===== src/rtl/serial_subtractor.sv =====
// Bit-serial LSB-first subtractor: diff = (a - b) mod 2^WIDTH using one full-subtractor cell.
// Optional signed-overflow output `ovf` is enabled by defining SERIAL_SUB_OVF_EN.
module serial_subtractor #(
  parameter int WIDTH = 8
) (
  input  logic             clk,
  input  logic             rst,
  input  logic             start,
  input  logic [WIDTH-1:0] a,
  input  logic [WIDTH-1:0] b,
  output logic             busy,
  output logic             done,
  output logic [WIDTH-1:0] diff,
  output logic             b_out
`ifdef SERIAL_SUB_OVF_EN
  ,
  output logic             ovf
`endif
);

  localparam int CW = $clog2(WIDTH + 1);

  typedef enum logic [1:0] {
    IDLE = 2'd0,
    RUN  = 2'd1,
    DONE = 2'd2
  } state_t;

  state_t           state_r;
  state_t           state_s;
  logic [WIDTH-1:0] a_sh_r;
  logic [WIDTH-1:0] b_sh_r;
  logic             br_r;
  logic [CW-1:0]    cnt_r;
  logic             accept_s;
  logic             last_s;
  logic             d_s;
  logic             br_next_s;

  function automatic logic fs_diff(input logic x, input logic y, input logic bin);
    return x ^ y ^ bin;
  endfunction

  function automatic logic fs_borrow(input logic x, input logic y, input logic bin);
    return (~x & y) | (~(x ^ y) & bin);
  endfunction

  // Next-state logic; the DONE exit edge doubles as an accept point so that
  // back-to-back operations run every WIDTH+1 cycles.
  always_comb begin
    state_s   = state_r;
    accept_s  = 1'b0;
    last_s    = (cnt_r == CW'(WIDTH - 1));
    d_s       = fs_diff(a_sh_r[0], b_sh_r[0], br_r);
    br_next_s = fs_borrow(a_sh_r[0], b_sh_r[0], br_r);
    case (state_r)
      IDLE: begin
        if (start) begin
          state_s  = RUN;
          accept_s = 1'b1;
        end else begin
          state_s  = IDLE;
        end
      end
      RUN: begin
        if (last_s) begin
          state_s = DONE;
        end else begin
          state_s = RUN;
        end
      end
      DONE: begin
        if (start) begin
          state_s  = RUN;
          accept_s = 1'b1;
        end else begin
          state_s  = IDLE;
        end
      end
      default: begin
        state_s = IDLE;
      end
    endcase
  end

  // State register, operand shifters, borrow FF and registered outputs.
  always_ff @(posedge clk) begin
    if (rst) begin
      state_r <= IDLE;
      a_sh_r  <= '0;
      b_sh_r  <= '0;
      br_r    <= 1'b0;
      cnt_r   <= '0;
      busy    <= 1'b0;
      done    <= 1'b0;
      diff    <= '0;
      b_out   <= 1'b0;
`ifdef SERIAL_SUB_OVF_EN
      ovf     <= 1'b0;
`endif
    end else begin
      state_r <= state_s;
      busy    <= (state_s != IDLE);
      done    <= (state_r == RUN) && last_s;
      if (accept_s) begin
        a_sh_r <= a;
        b_sh_r <= b;
        br_r   <= 1'b0;
        cnt_r  <= '0;
        diff   <= '0;
        b_out  <= 1'b0;
`ifdef SERIAL_SUB_OVF_EN
        ovf    <= 1'b0;
`endif
      end else if (state_r == RUN) begin
        a_sh_r <= {1'b0, a_sh_r[WIDTH-1:1]};
        b_sh_r <= {1'b0, b_sh_r[WIDTH-1:1]};
        br_r   <= br_next_s;
        cnt_r  <= cnt_r + CW'(1);
        diff   <= {d_s, diff[WIDTH-1:1]};
        if (last_s) begin
          b_out <= br_next_s;
`ifdef SERIAL_SUB_OVF_EN
          // At the last edge the shifter LSBs hold the original operand MSBs.
          ovf   <= (a_sh_r[0] ^ b_sh_r[0]) & (a_sh_r[0] ^ d_s);
`endif
        end
      end
    end
  end

endmodule

===== config.mk =====
export PLATFORM = sky130hd
export DESIGN_NAME = serial_subtractor
export DESIGN_NICKNAME = d
export VERILOG_FILES = /design/src/rtl/serial_subtractor.sv
export SDC_FILE = /design/constraint.sdc
export NUM_CORES = 1
export LEC_CHECK = 0
export BUFFER_PORTS_ARGS = -buffer_cell sky130_fd_sc_hd__buf_2
export CELL_PAD_IN_SITES_DETAIL_PLACEMENT = 1
export CELL_PAD_IN_SITES_GLOBAL_PLACEMENT = 1
export CORE_MARGIN = 2
export CORE_UTILIZATION = 28
export CTS_CLUSTER_SIZE = 40
export DETAILED_ROUTE_END_ITERATION = 10
export GPL_TIMING_DRIVEN = 0
export PLACE_DENSITY_LB_ADDON = 0.1
export SLEW_MARGIN = 30
export SYNTH_ARGS = -nofsm -noshare
export SYNTH_HDL_FRONTEND = slang
export SYNTH_SLANG_ARGS = --single-unit

===== constraint.sdc =====
create_clock -name clk -period 2.1 [get_ports clk]
set_clock_uncertainty 0.2 [all_clocks]
set_input_delay 0.21 -clock clk [delete_from_list [all_inputs] [get_ports clk]]
set_output_delay 0.21 -clock clk [all_outputs]
set_load 0.1 [all_outputs]

After elaboration in Yosys (flattened, before gate mapping)
Index checks and enable logic that the tools add are counted.

Bits in registers: 34. Output and inout port bits: 11. Word-level logic and storage cells: 36.

Add/sub/neg operators: 1. Eq/ne operators: 3. Mux-type cells: 9. Bitwise gates (word level): 7. Reductions and logical operators: 7.

Operators with widths (count): 2-to-1 mux 8 bit (4); adder 4 x 1 -> 4 bit, second input constant (1); == test 4 x 3 -> 1 bit, second input constant (1); case mux 2 bit (2 select lines) (1); nonzero test 2 bit (2); OR reduction 2 bit (2); 2-to-1 mux 1 bit (3); AND 1 bit (2); == test 2 x 1 -> 1 bit, second input constant (1); == test 2 bit, second input constant (1); zero test 2 bit (1); 2-to-1 mux 2 bit (1); NOT 1 bit (2); AND reduction 2 bit (1); XOR 1 bit (2); logical AND 1 bit (1); bitwise OR 1 bit (1).

Longest topological paths before layout
Depth after elaboration: 4. Mapped depth: 5. Depth with buffers taken out: 5.

Least setup slack after synthesis
OpenSTA, ideal clock, no wires.

Path kind: register -> register. Start: reg, netlist name b_out. End: reg b_out. Arrival: 1.263 ns. Required time: 1.827 ns. Path slack: 0.565 ns. Cell stages (with the launch flop): 3. Clock period less this slack: 1.535 ns. Cell sequence: dfxtp_1 > o21bai_1 > nor3b_2.

RTL lines: end signal, assigned (RTL line 122) `b_out <= br_next_s;`; end, declared (RTL line 14) `output logic b_out`.

Final worst setup path
Start: reg diff[5]. End: out diff[5].

RTL lines: start, declared (RTL line 13) `output logic [WIDTH-1:0] diff,`; start signal, assigned (RTL line 120) `diff <= {d_s, diff[WIDTH-1:1]};`.

No word-level cell between the ends.

==> impl_metrics.py <==
metrics = {
    "worst_setup_path": {
        "arrival_ns": 1.08,
        "cp.required_ns": 1.69,
        "crit_buf_inv": 1,
        "crit_fanout": 3,
        "critical-path-slowest-cell": "buf_2",
        "cp_slowest_stage_delay_ns": 0.44,
        "crit_path_cell_trace": "buf_2",
        "worstSetupStartpointType": "flip-flop",
        "crit_path_end_kind": "output pin",
        "critical_path_class": "reg2out",
        "crit_family": "buffers and inverters",
    },
    "clock_tree": {
        "insertion_delay_ns": 0.28,
        "ctsResizeCount": 0,
        "cts_tree": "yes",
        "htreeDepth": 2,
        "cts_made_buffers": 5,
        "cts.sinks": 34,
        "cts_root_buf": "clkbuf_8",
        "clk_pin_slew_ns": 0.07,
        "clk_path_buf_depth": 2,
    },
    "yosys": {
        "yosysWarnings": 0,
        "synth-seq-cells": 34,
        "netlist.area_leader.share_pct": 49.73,
        "syn_area_per_cell_um2": 8.398,
        "netlist_instances": 163,
        "ys_seq_area_share_pct": 49.73,
        "syn_area_um2": 1369,
        "synth_area_leaders": "dfxtp_1 50%, nand2_1 12%, a21oi_1 5.5%, a31oi_1 5.5%, o21ai_0 4.8%",
        "syn-num-nets": 184,
        "yosysUniqueCellTypes": 27,
        "yosys.area.top_type": "dfxtp_1",
    },
    "timing": {
        "tightest_slew_ns": 0.5207,
        "final-setup-viol-count": 0,
        "post-route-min-period_ns": 1.486,
        "max-slew-margin-rel_pct": 65.22,
        "setup_ws_ns": 0.6137,
        "rsz0062_at_grt": "false",
        "hold_viol_final": 0,
        "fmax_ghz": 0.6728,
        "fin_crit_sh_pct": 70.78,
        "setup_tns_ns": 0,
        "finalMaxSlewViolations": 0,
    },
    "routing": {
        "vias_per_cell": 4.629,
        "drt_first_pass_iters": 4,
        "drt_iter0_drc": 39,
        "drc_errors": 0,
        "wl_per_cell_um": 13.30,
        "highest_layer": "met4",
        "wl_met3_um": 130,
        "detailroute.via_count": 1236,
        "ant_nets": 0,
        "drt_wl_total_um": 3550,
        "met1Wirelength_um": 1708,
        "wl_met2_um": 1660,
    },
    "die": {
        "dieArea_um2": 5464,
        "core_area_um2": 4723,
        "chipWidth_um": 73.92,
        "rows": 25,
        "die_h_um": 73.92,
        "io-pin-count": 30,
        "initial_core_util_pct": 28.98,
    },
    "placed_design": {
        "io_buffers": 28,
        "hpwlAfterDp_um": 2562,
        "pre_cts_ws_ns": 0.6688,
        "place.gp.congestion": 0.6900,
    },
    "run": {
        "max_cap_viol_count": 0,
    },
    "cells_and_area": {
        "antenna_cells": 0,
        "area_growth_syn_to_layout_pct": 23.77,
        "fin_nets": 220,
        "drive_gt1_share_pct": 24.00,
        "multi_input_area_um2": 590.6,
        "nFillCells": 581,
        "final_core_util_pct": 35.87,
        "seqCellArea_um2": 680.7,
    },
    "status": {
        "status": "complete, no violations",
    },
    "power_and_ir_drop": {
        "cellPowerDensity_nw_per_um2": 812.6,
        "leakage_uw": 0.0006664,
        "ir_worst_vdd_v": 0.0003403,
    },
    "grt": {
        "grt_pass1_wl_um": 5996,
        "grt_usage_pct": 14.66,
        "grt-ovfl-total": 0,
        "grt_pass1_vias": 1286,
        "antenna_found_initial": 0,
        "grt_max_degree": 11,
    },
    "min_path": {
        "hp-class": "in2reg",
    },
}
## per-layer routing
layer / global-route usage [%] / vias up
met2: 24.01 / 22
met4: 4.848 / 0
met5: 0 / -
li1: - / 619
met1: 18.59 / 589
met3: 4.115 / 6
## tightest hold or removal path, stage by stage
cell and delay, ns:
buf_2 0.08, a22oi_1 0.07, a21oi_1 0.11
## what timing repair did
item / 4_1_cts / 5_1_grt
endpoints found under the hold margin: 1 / 0
setup endpoints to repair: 0 / 0
hold buffers: 1 / 0
buffers inserted: 0 / 0
## report_power, final
group          switching (µW)  internal [µW]
registers                18.1            678
logic                     117           66.8
clock network             232            264
total                     367           1010
## flip-flops by register name, summed over array words and instances (netlist names)
register / count
cnt_r: 4
done: 1
state_r: 2
b_out: 1
br_r: 1
busy: 1
diff: 8
a_sh_r: 8
b_sh_r: 8
## per-stage QoR
step / total power (µW) / hold slack, ns / std cells / instance area (µm²)
global placement: 892.9 / 0.2415 / 258 / 1593
finish: 1377 / 0.01931 / 267 / 1694
CTS: 1408 / 0.01695 / 267 / 1694
detailed placement: 898.0 / 0.2509 / 258 / 1593
global route: 1451 / 0.04459 / 267 / 1694
floorplan: 836.8 / 0.1460 / 163 / 1369
## layout make-up
cell class	instances	share of cell area (%)
sequential	34	40.18
multi-input combinational	113	34.86
timing repair buffer	29	8.863
clock buffer	7	5.096
tap	67	4.948
buffer	12	4.874
inverter	4	0.8863
clock inverter	1	0.2954
## cells by family (layout without fill, tap and decap cells)
family                   after synthesis  after routing  synth area share [%]
adder cells (fa/ha/maj)                2              2                 2.377
XOR/XNOR                               2              2                 1.280
multiplexers                           1              1                0.7313
AND/OR/NAND/NOR                       64             64                 20.48
flip-flops                            34             34                 49.73
buffers and inverters                 16             53                 7.129
AO/OA/AOI/OAI                         44             44                 18.28
## path summary, 6_finish.rpt
| path | slack, ns | to | startpoint | cells past startpoint |
|---|---|---|---|---|
| worst max-delay path | 0.61 | diff[5] | diff[5] | 1 |
| worst min-delay path | 0.02 | a_sh_r[0] | a[0] | 3 |
| worst max register to register | 0.70 | diff[5] | state_r[1] | 4 |
| worst min register to register | 0.25 | diff[0] | diff[0] | 2 |
## cells in the mapped netlist, drive strengths merged
master	instances
o21ai	13
a22oi	2
nor2b	1
inv	4
and2b	1
xnor2	1
nand3	4
ha	1
a211oi	1
buf	11
a21oi	15
nand3b	2
or3	1
nor3b	1
clkbuf	1
o21bai	1
xor2	1
dfxtp	34
nand2b	2
a31oi	12
nor2	4
mux2i	1
nand2	44
nor3	4
fa	1
## cells in the final DEF, fill, tap and decap left out, drive strengths merged
master and count:
dlygate4sd3 1, nand2 44, o21bai 1, buf 39, a31oi 12, clkinv 1, nand3 4, mux2i 1
nand3b 2, nand2b 2, xor2 1, a22oi 2, fa 1, inv 4, xnor2 1, nor2b 1
o21ai 13, nor2 4, dfxtp 34, ha 1, clkbuf 8, and2b 1, nor3b 1, a21oi 15
nor3 4, or3 1, a211oi 1
Power figures use the tool's default switching activity.
